--- src/rtl/panel_pkg.sv ---
// Shared constants for the front-panel controller: display modes, frequency-word
// limits, default timing and the repeat-FSM encoding.
package panel_pkg;

    localparam logic [1:0] MODE_ID       = 2'd0;
    localparam logic [1:0] MODE_CTRL     = 2'd1;
    localparam logic [1:0] MODE_THEORY   = 2'd2;
    localparam logic [1:0] MODE_MEASURED = 2'd3;

    localparam logic [7:0] FREQ_MIN = 8'd1;
    localparam logic [7:0] FREQ_MAX = 8'd128;

    // Defaults at 100 kHz: 20 ms debounce, 500 ms repeat delay, 100 ms repeat period
    localparam int unsigned DEF_DEBOUNCE_CYCLES = 2000;
    localparam int unsigned DEF_REPEAT_DELAY    = 50000;
    localparam int unsigned DEF_REPEAT_RATE     = 10000;

    localparam logic [1:0] RPT_IDLE = 2'd0;
    localparam logic [1:0] RPT_HELD = 2'd1;
    localparam logic [1:0] RPT_RPT  = 2'd2;

    // Probe point for the two vertical-button repeat FSMs
    typedef struct packed {
        logic [1:0] up_state;
        logic [1:0] dn_state;
        logic [1:0] v_stable;
    } rpt_dbg_t;

    // One step of the frequency word, wrapping 128->1 going up and 1->128 going down
    function automatic logic [7:0] freq_step(input logic [7:0] f, input logic up);
        logic [7:0] r;
        if (up) begin
            r = (f >= FREQ_MAX) ? FREQ_MIN : f + 8'd1;
        end else begin
            r = (f <= FREQ_MIN) ? FREQ_MAX : f - 8'd1;
        end
        return r;
    endfunction

endpackage

--- src/rtl/pb_debounce.sv ---
// One pushbutton path: 2-flop synchronizer, consecutive-cycle debouncer and a
// registered press pulse on each accepted 0->1 transition.
module pb_debounce
    import panel_pkg::*;
#(
    parameter int unsigned DEBOUNCE_CYCLES = DEF_DEBOUNCE_CYCLES
) (
    input  logic clk,
    input  logic rst_,
    input  logic raw,
    output logic stable,
    output logic press
);

    localparam int unsigned CNT_W = (DEBOUNCE_CYCLES > 1) ? $clog2(DEBOUNCE_CYCLES) : 1;
    localparam logic [CNT_W-1:0] CNT_LAST = CNT_W'(DEBOUNCE_CYCLES - 1);

    logic             sync1_q, sync1_d;
    logic             sync2_q, sync2_d;
    logic             stable_q, stable_d;
    logic             stable_dly_q, stable_dly_d;
    logic             press_q, press_d;
    logic [CNT_W-1:0] cnt_q, cnt_d;

    always_comb begin
        sync1_d      = raw;
        sync2_d      = sync1_q;
        stable_d     = stable_q;
        cnt_d        = '0;
        stable_dly_d = stable_q;
        press_d      = stable_q & ~stable_dly_q;
        // cnt_q holds how many consecutive disagreeing cycles have already been seen
        if (sync2_q != stable_q) begin
            if (cnt_q == CNT_LAST) begin
                stable_d = ~stable_q;
            end else begin
                cnt_d = cnt_q + 1'b1;
            end
        end
    end

    always_ff @(posedge clk or negedge rst_) begin
        if (!rst_) begin
            sync1_q      <= 1'b0;
            sync2_q      <= 1'b0;
            stable_q     <= 1'b0;
            stable_dly_q <= 1'b0;
            press_q      <= 1'b0;
            cnt_q        <= '0;
        end else begin
            sync1_q      <= sync1_d;
            sync2_q      <= sync2_d;
            stable_q     <= stable_d;
            stable_dly_q <= stable_dly_d;
            press_q      <= press_d;
            cnt_q        <= cnt_d;
        end
    end

    assign stable = stable_q;
    assign press  = press_q;

endmodule

--- src/rtl/panel_controller.sv ---
// Front-panel controller: debounced buttons, hold-to-repeat on the vertical pair,
// and the display-mode / frequency-control registers with change pulses.
module panel_controller
    import panel_pkg::*;
#(
    parameter int unsigned DEBOUNCE_CYCLES = DEF_DEBOUNCE_CYCLES,
    parameter int unsigned REPEAT_DELAY    = DEF_REPEAT_DELAY,
    parameter int unsigned REPEAT_RATE     = DEF_REPEAT_RATE
) (
    input  logic       clk_100kHz,
    input  logic       rst_,
    input  logic [1:0] h_pb,
    input  logic [1:0] v_pb,
    output logic [1:0] mode,
    output logic [7:0] freq_ctrl,
    output logic       mode_chg,
    output logic       freq_chg
);

    localparam int unsigned RPT_MAX = (REPEAT_DELAY > REPEAT_RATE) ? REPEAT_DELAY : REPEAT_RATE;
    localparam int unsigned RPT_W   = (RPT_MAX > 1) ? $clog2(RPT_MAX) : 1;
    localparam logic [RPT_W-1:0] RD_LAST = RPT_W'(REPEAT_DELAY - 1);
    localparam logic [RPT_W-1:0] RR_LAST = RPT_W'(REPEAT_RATE - 1);

    logic [1:0] h_stable, h_press;
    logic [1:0] v_stable, v_press;

    for (genvar g = 0; g < 2; g++) begin : g_db
        pb_debounce #(.DEBOUNCE_CYCLES(DEBOUNCE_CYCLES)) u_h (
            .clk    (clk_100kHz),
            .rst_   (rst_),
            .raw    (h_pb[g]),
            .stable (h_stable[g]),
            .press  (h_press[g])
        );
        pb_debounce #(.DEBOUNCE_CYCLES(DEBOUNCE_CYCLES)) u_v (
            .clk    (clk_100kHz),
            .rst_   (rst_),
            .raw    (v_pb[g]),
            .stable (v_stable[g]),
            .press  (v_press[g])
        );
    end

    // Index 0 is the freq-up button, index 1 the freq-down button
    logic [1:0][1:0]       rpt_state_q, rpt_state_d;
    logic [1:0][RPT_W-1:0] rpt_cnt_q, rpt_cnt_d;
    logic [1:0]            v_event;
    logic                  both_held;

    always_comb begin
        both_held   = v_stable[0] & v_stable[1];
        rpt_state_d = rpt_state_q;
        rpt_cnt_d   = rpt_cnt_q;
        v_event     = '0;
        for (int i = 0; i < 2; i++) begin
            if (both_held || !v_stable[i]) begin
                rpt_state_d[i] = RPT_IDLE;
                rpt_cnt_d[i]   = '0;
            end else begin
                case (rpt_state_q[i])
                    RPT_IDLE: begin
                        if (v_press[i]) begin
                            v_event[i]     = 1'b1;
                            rpt_state_d[i] = RPT_HELD;
                            rpt_cnt_d[i]   = '0;
                        end
                    end
                    RPT_HELD: begin
                        if (rpt_cnt_q[i] == RD_LAST) begin
                            v_event[i]     = 1'b1;
                            rpt_state_d[i] = RPT_RPT;
                            rpt_cnt_d[i]   = '0;
                        end else begin
                            rpt_cnt_d[i] = rpt_cnt_q[i] + 1'b1;
                        end
                    end
                    RPT_RPT: begin
                        if (rpt_cnt_q[i] == RR_LAST) begin
                            v_event[i]   = 1'b1;
                            rpt_cnt_d[i] = '0;
                        end else begin
                            rpt_cnt_d[i] = rpt_cnt_q[i] + 1'b1;
                        end
                    end
                    default: begin
                        rpt_state_d[i] = RPT_IDLE;
                        rpt_cnt_d[i]   = '0;
                    end
                endcase
            end
        end
    end

    logic [1:0] mode_q, mode_d;
    logic [7:0] freq_q, freq_d;
    logic       mode_chg_q, mode_chg_d;
    logic       freq_chg_q, freq_chg_d;

    // Opposing events in the same cycle cancel; saturated mode presses are ignored
    always_comb begin
        mode_d     = mode_q;
        mode_chg_d = 1'b0;
        freq_d     = freq_q;
        freq_chg_d = 1'b0;
        if (h_press[1] && !h_press[0] && mode_q != MODE_MEASURED) begin
            mode_d     = mode_q + 2'd1;
            mode_chg_d = 1'b1;
        end else if (h_press[0] && !h_press[1] && mode_q != MODE_ID) begin
            mode_d     = mode_q - 2'd1;
            mode_chg_d = 1'b1;
        end
        if (v_event[0] != v_event[1]) begin
            freq_d     = freq_step(freq_q, v_event[0]);
            freq_chg_d = 1'b1;
        end
    end

    always_ff @(posedge clk_100kHz or negedge rst_) begin
        if (!rst_) begin
            rpt_state_q <= {RPT_IDLE, RPT_IDLE};
            rpt_cnt_q   <= '0;
            mode_q      <= MODE_ID;
            freq_q      <= FREQ_MIN;
            mode_chg_q  <= 1'b0;
            freq_chg_q  <= 1'b0;
        end else begin
            rpt_state_q <= rpt_state_d;
            rpt_cnt_q   <= rpt_cnt_d;
            mode_q      <= mode_d;
            freq_q      <= freq_d;
            mode_chg_q  <= mode_chg_d;
            freq_chg_q  <= freq_chg_d;
        end
    end

    assign mode      = mode_q;
    assign freq_ctrl = freq_q;
    assign mode_chg  = mode_chg_q;
    assign freq_chg  = freq_chg_q;

    // rpt_dbg is a bind point for checkers; the horizontal stable levels have no consumer
    rpt_dbg_t rpt_dbg;
    logic     unused_sink;
    assign rpt_dbg.up_state = rpt_state_q[0];
    assign rpt_dbg.dn_state = rpt_state_q[1];
    assign rpt_dbg.v_stable = v_stable;
    assign unused_sink      = ^{h_stable, rpt_dbg};

endmodule

--- config.mk ---
export PLATFORM = sky130hd
export DESIGN_NAME = panel_controller
export DESIGN_NICKNAME = d
export VERILOG_FILES = /design/src/rtl/panel_pkg.sv /design/src/rtl/pb_debounce.sv /design/src/rtl/panel_controller.sv
export SDC_FILE = /design/constraint.sdc
export NUM_CORES = 1
export LEC_CHECK = 0
export CORE_ASPECT_RATIO = 0.5
export CORE_MARGIN = 3
export CORE_UTILIZATION = 35
export DETAILED_ROUTE_END_ITERATION = 10
export SKIP_LAST_GASP = 1
export SYNTH_ARGS = -nofsm -noshare
export SYNTH_HDL_FRONTEND = slang
export SYNTH_HIERARCHICAL = 1
export SYNTH_SLANG_ARGS = --single-unit
--- constraint.sdc ---
create_clock -name clk_100kHz -period 2.65 [get_ports clk_100kHz]
set_clock_uncertainty 0.05 [all_clocks]
set_input_delay 0.53 -clock clk_100kHz [delete_from_list [all_inputs] [get_ports clk_100kHz]]
set_output_delay 0.53 -clock clk_100kHz [all_outputs]
set_load 0.02 [all_outputs]
**Word-level counts from Yosys, hierarchy flattened**

Cells that the tools add are included.

- Multiplexer cells: 44
- Magnitude comparators: 2
- Bitwise operators: 13
- Reductions and logical operators: 20
- Equal/unequal tests: 24
- $add $sub $neg: 10

Operators with widths:

| operator | count |
|---|---|
| two-way mux 16 bit | 8 |
| case mux 16 bit (3 select lines) | 2 |
| two-way mux 11 bit | 8 |
| adder 11 x 1 -> 11 bit, second input constant | 4 |
| == test 11 bit, second input constant | 4 |
| adder 16 x 1 -> 16 bit, second input constant | 2 |
| == test 16 x 14 -> 1 bit, second input constant | 2 |
| == test 16 bit, second input constant | 2 |
| two-way mux 8 bit | 3 |
| two-way mux 2 bit | 8 |
| case mux 2 bit (3 select lines) | 2 |
| two-way mux 1 bit | 11 |
| adder 8 x 1 -> 8 bit, second input constant | 1 |
| >= comparator 8 bit, second input constant | 1 |
| less-or-equal comparator 8 x 1 -> 1 bit, second input constant | 1 |
| inverter 1 bit | 8 |
| AND reduction 2 bit | 4 |
| subtractor 8 x 1 -> 8 bit, second input constant | 1 |
| inequality test 2 bit, second input constant | 3 |
| inequality test 3 x 2 -> 1 bit, second input constant | 2 |
| inequality test 3 bit, second input constant | 2 |
| case mux 1 bit (3 select lines) | 2 |
| AND reduction 3 bit | 2 |
| AND 1 bit | 5 |
| 10 further kinds | 25 |

- Bits of input ports: 6
- Register bits after elaboration: 112
- Word-level logic and storage cells: 145
- Output and inout bits: 12

**Depth between registers and ports, before layout**

- Word-level depth: 6
- Mapped depth: 9
- Depth with buffers taken out: 8

**Hierarchy**

The synthesis kept the hierarchy.

By module, submodules not included:

| module | instances | seq. area each (um^2) | area each (um^2) | cells an instance |
|---|---|---|---|---|
| panel_controller | 1 | 1,202.4 | 3,060.4 | 352 |
| pb_debounce | 4 | 400.4 | 693.2 | 65 |

**Worst setup path before layout**

No wires, ideal clock.

- Kind: register to register
- From: register rpt_state_q, in the netlist rpt_dbg[4]
- To: register freq_q[4], in the netlist freq_ctrl[4]
- Required time: 2.518 ns
- Buffers on the path: 1
- Setup time: 0.082 ns
- Slack: 0.405 ns
- Cell stages (with the launch flop): 10
- Arrival time: 2.113 ns
- Period minus slack after synthesis: 2.245 ns
- Cell sequence: dfrtp_1 > inv_1 > ha_1 > inv_1 > or4b_1 > a21o_1 > a21o_1 > buf_6 > o31a_1 > a31oi_1

- Word-level cells in the longest chain between the ends: 4
- Elaborated cells on any way between the ends: 7
- Classes of those cells: 3 x eq/ne; 3 x mux; 1 x reduce/logical

Ends and longest elaborated chain:

| element | RTL line | source |
|---|---|---|
| start: declaration | panel_controller.sv:46 | `logic [1:0][1:0] rpt_state_q, rpt_state_d;` |
| start signal: assignment | panel_controller.sv:121 | `rpt_state_q <= {RPT_IDLE, RPT_IDLE};` |
| start signal: assignment | panel_controller.sv:128 | `rpt_state_q <= rpt_state_d;` |
| == test 2 bit (tied with other cells) | panel_controller.sv:61 | `case (rpt_state_q[i])` |
| case mux 1 bit (3 select lines) (*) | panel_controller.sv:61 |  |
| two-way mux 1 bit (*) | panel_controller.sv:57 | `if (both_held \|\| !v_stable[i]) begin` |
| two-way mux 8 bit or inequality test 1 bit (tied branches) | panel_pkg.sv:32, panel_controller.sv:113 |  |
| end signal: assignment | panel_controller.sv:131 | `freq_q <= freq_d;` |
| end: declaration | panel_controller.sv:96 | `logic [7:0] freq_q, freq_d;` |

Mark *: on every way between the ends. The rest lies on a longest branch, timed or not.
A chain may end at the register's enable or synchronous reset.

**Worst setup path in the final report**

Same ends and word-level chain as after synthesis.

==> summary.txt <==
Routed Wire Length = 11000 µm
gr ovfl total = 0
drt first pass iters = 4
Synth Area in Adders = 4.29%
maximum clock path buffer count = 2
Synth top area share = 47.6%
worst slew pin tran = 0.639 ns
Synth Area per Inst = 9.53 µm²
synth unique cells = 61
post-detail-place hpwl = 7880 µm
Pleak = 2.73 nW
Async S/R FF share, synth = 100%
compound-gate portion of the synthesized area = 13.1%
pin count of the biggest net entering global routing = 36
R2R cell count = 8
first-pass GRT wire length = 19600 µm
Post-synth top cells = dfrtp_1 (111), nor2_1 (87), nand2_1 (59)
ant diodes = 0
Avg WL per Cell = 12.7 µm
Area contributors post-synth = dfrtp_1 (48%), nor2_1 (5.6%), ha_1 (4.3%)
post-synthesis xor/xnor area fraction = 5.41%
final setup fails = 0
CTS tree = built
Die X = 189 µm
Rows = 32
clock share of power = 42.3%
hold_buf cts = 0
reg2reg start = rpt_dbg[4]$_DFFE_PN0P_
total track usage = 12.6%
top_reg_cell synth = dfrtp_1
P&R area growth vs syn = 13.3%
max-cap viol count = 0
setup bufs post-CTS = 0
Buffers on Ports = 17
main combinational cell family by area after synthesis = simple AND/OR/NAND/NOR gates
simple-gate portion of the synthesized area = 25.5%
CTS root buf = clkbuf_16
Vias/cell = 5.15
GPL Wtd Cong = 0.838
Synthesized Nets = 638
data arrival time of the worst path = 2.67 ns
vias in the first global route = 4208
setup tns final = 0 ns
peak supply drop = 0.307 mV
CP endpoint kind = flip-flop
fmax = 0.409 GHz
CTS buffer count = 9
slew margin rel. = 57.3%
met3 WL = 368 µm
Worst EP required = 2.87 ns
share of post-route cells with drive strength above 1 = 9.01%
Gate Count Post-Synth = 612
CTS resizes = 0
Crit Path Category = flip-flop to flip-flop
WHS = 0.0993 ns
post-route insts no fill = 865
Tmin final = 2.45 ns
initial DRC count = 255
# clock sinks = 112
metal2 WL = 4930 µm
top-count cell post-synth = dfrtp_1
Slew Limit Fails = 0
Sw Share = 23.5%
post-route ant nets = 0
Vias = 4451
nets = 665
sequential fraction of design power = 54.9%
Cell Area, Synth = 5830 µm²
Hold Violations, Final = 0
M1 wire length = 5600 µm
clock slew seen by the registers of the worst setup and hold paths = 0.08 ns
Switch Pwr = 0.746 mW
fillers = 1539
reg-to-reg critical path endpoint = freq_ctrl[4]$_DFFE_PN0P_
top routing layer in use = met4
#FFs+latches synth = 112
Hold Path Class = primary input to asynchronous set/reset pin
PwrDens = 480 nW/µm²
RSZ-0062 raised after global routing = no
reg-to-reg slack, setup = 0.20 ns
Placed Area = 6310 µm²
DRC viols = 0
YS warnings = 6
Pwr Total = 3.17 mW
placed insts = 849
htree depth = 3
final worst path period share = 92.3%
fin area = 6610 µm²
Internal = 2.43 mW
DIE HEIGHT = 97.3 µm
Initial Util = 36.8%
initial antenna violation count = 0
mux contribution to synthesized area = 1.29%
sequential-to-total area share from yosys stat = 48.1%
power share of the combinational group = 2.8%
Ports = 18
largest area contributor in the netlist = dfrtp_1
CP Launch Type = flip-flop
crit-path max FO = 10
core area = 15900 µm²
die area = 18300 µm²
Post-synth EDFFs = 0
Worst-Skew Late Latency = 0.35 ns
outcome = completed
worst max-delay path, cell delays in order, from the launching register on:
cell     delay, ns
dfrtp_1       0.44
inv_1         0.10
ha_1          0.17
inv_1         0.07
or4b_1        0.52
a21o_1        0.23
a21o_1        0.29
o31a_1        0.31
a31oi_1       0.17
logic make-up after synthesis:
kind of cell             Yosys count
buffers and inverters             31
adder cells (fa/ha/maj)           20
AND/OR/NAND/NOR                  293
flip-flops                       112
multiplexers                       7
AO/OA/AOI/OAI                    113
XOR/XNOR                          36
through the flow:
| stage | setup slack [ns] | utilization (%) |
|---|---|---|
| 3_5_place_dp | 0.232 | 39.8 |
| 3_3_place_gp | 0.287 | 39.8 |
| 4_1_cts | 0.197 | 41.7 |
| 5_1_grt | 0.00909 | 41.7 |
| 2_1_floorplan | 0.405 | - |
| 6_report | 0.205 | 41.7 |
cells in the final DEF, fill, tap and decap left out, types with 10 or more instances in the layout:
cell and instances:
a21oi_1 26, and3_1 17, clkdlybuf4s50_1 16, dfrtp_1 111, ha_1 20, inv_1 21, nand2_1 59, nand3_1 40
nor2_1 87, nor3_1 17, o21ai_0 29, xnor2_1 26, xor2_1 10
final cells by class:
type,instances,area (µm²),area share (%)
clock buffer,9,225,3.41
multi-input combinational,469,2890,43.7
sequential,112,2800,42.4
inverter,21,78.8,1.19
clock inverter,7,71.3,1.08
timing repair buffer,26,260,3.94
tap,221,277,4.19
state kept, by name, indices dropped and copies added, names as in the netlist, 4 cells and up:
signal / cells
g_db.u_h/cnt_q: 22
rpt_dbg: 4
g_db.u_v/cnt_q: 22
rpt_cnt_q: 32
freq_ctrl: 8
worst max path at each step:
stage	slack [ns]	depth (start not counted)	to	start
2_1_floorplan	0.40	9	freq_ctrl[4]$_DFFE_PN0P_	rpt_dbg[4]$_DFFE_PN0P_
3_3_place_gp	0.29	7	rpt_cnt_q[27]$_DFFE_PN0P_	rpt_cnt_q[16]$_DFFE_PN0P_
3_5_place_dp	0.23	8	freq_ctrl[4]$_DFFE_PN0P_	rpt_dbg[4]$_DFFE_PN0P_
4_1_cts	0.20	8	freq_ctrl[4]$_DFFE_PN0P_	rpt_dbg[4]$_DFFE_PN0P_
5_1_grt	0.009	7	rpt_cnt_q[24]$_DFFE_PN0P_	rpt_cnt_q[16]$_DFFE_PN0P_
6_report	0.20	8	freq_ctrl[4]$_DFFE_PN0P_	rpt_dbg[4]$_DFFE_PN0P_
metal layers:
layer / GRT usage (%) / vias to the layer above
li1: - / 2244
met1: 17.8 / 2133
met2: 19.8 / 63
met3: 2.67 / 11
met4: 3.43 / 0
met5: 0 / -
power groups by stage:
stage | combinational (mW) | clock [mW] | sequential [mW]
after floorplan | 0.0361 | 0 | 1.77
after global placement | 0.0945 | 0 | 1.78
after detailed placement | 0.0954 | 0 | 1.78
after CTS | 0.0957 | 1.40 | 1.74
after global routing | 0.109 | 1.48 | 1.75
final | 0.0902 | 1.34 | 1.74
(Power assumes the default switching activity.)
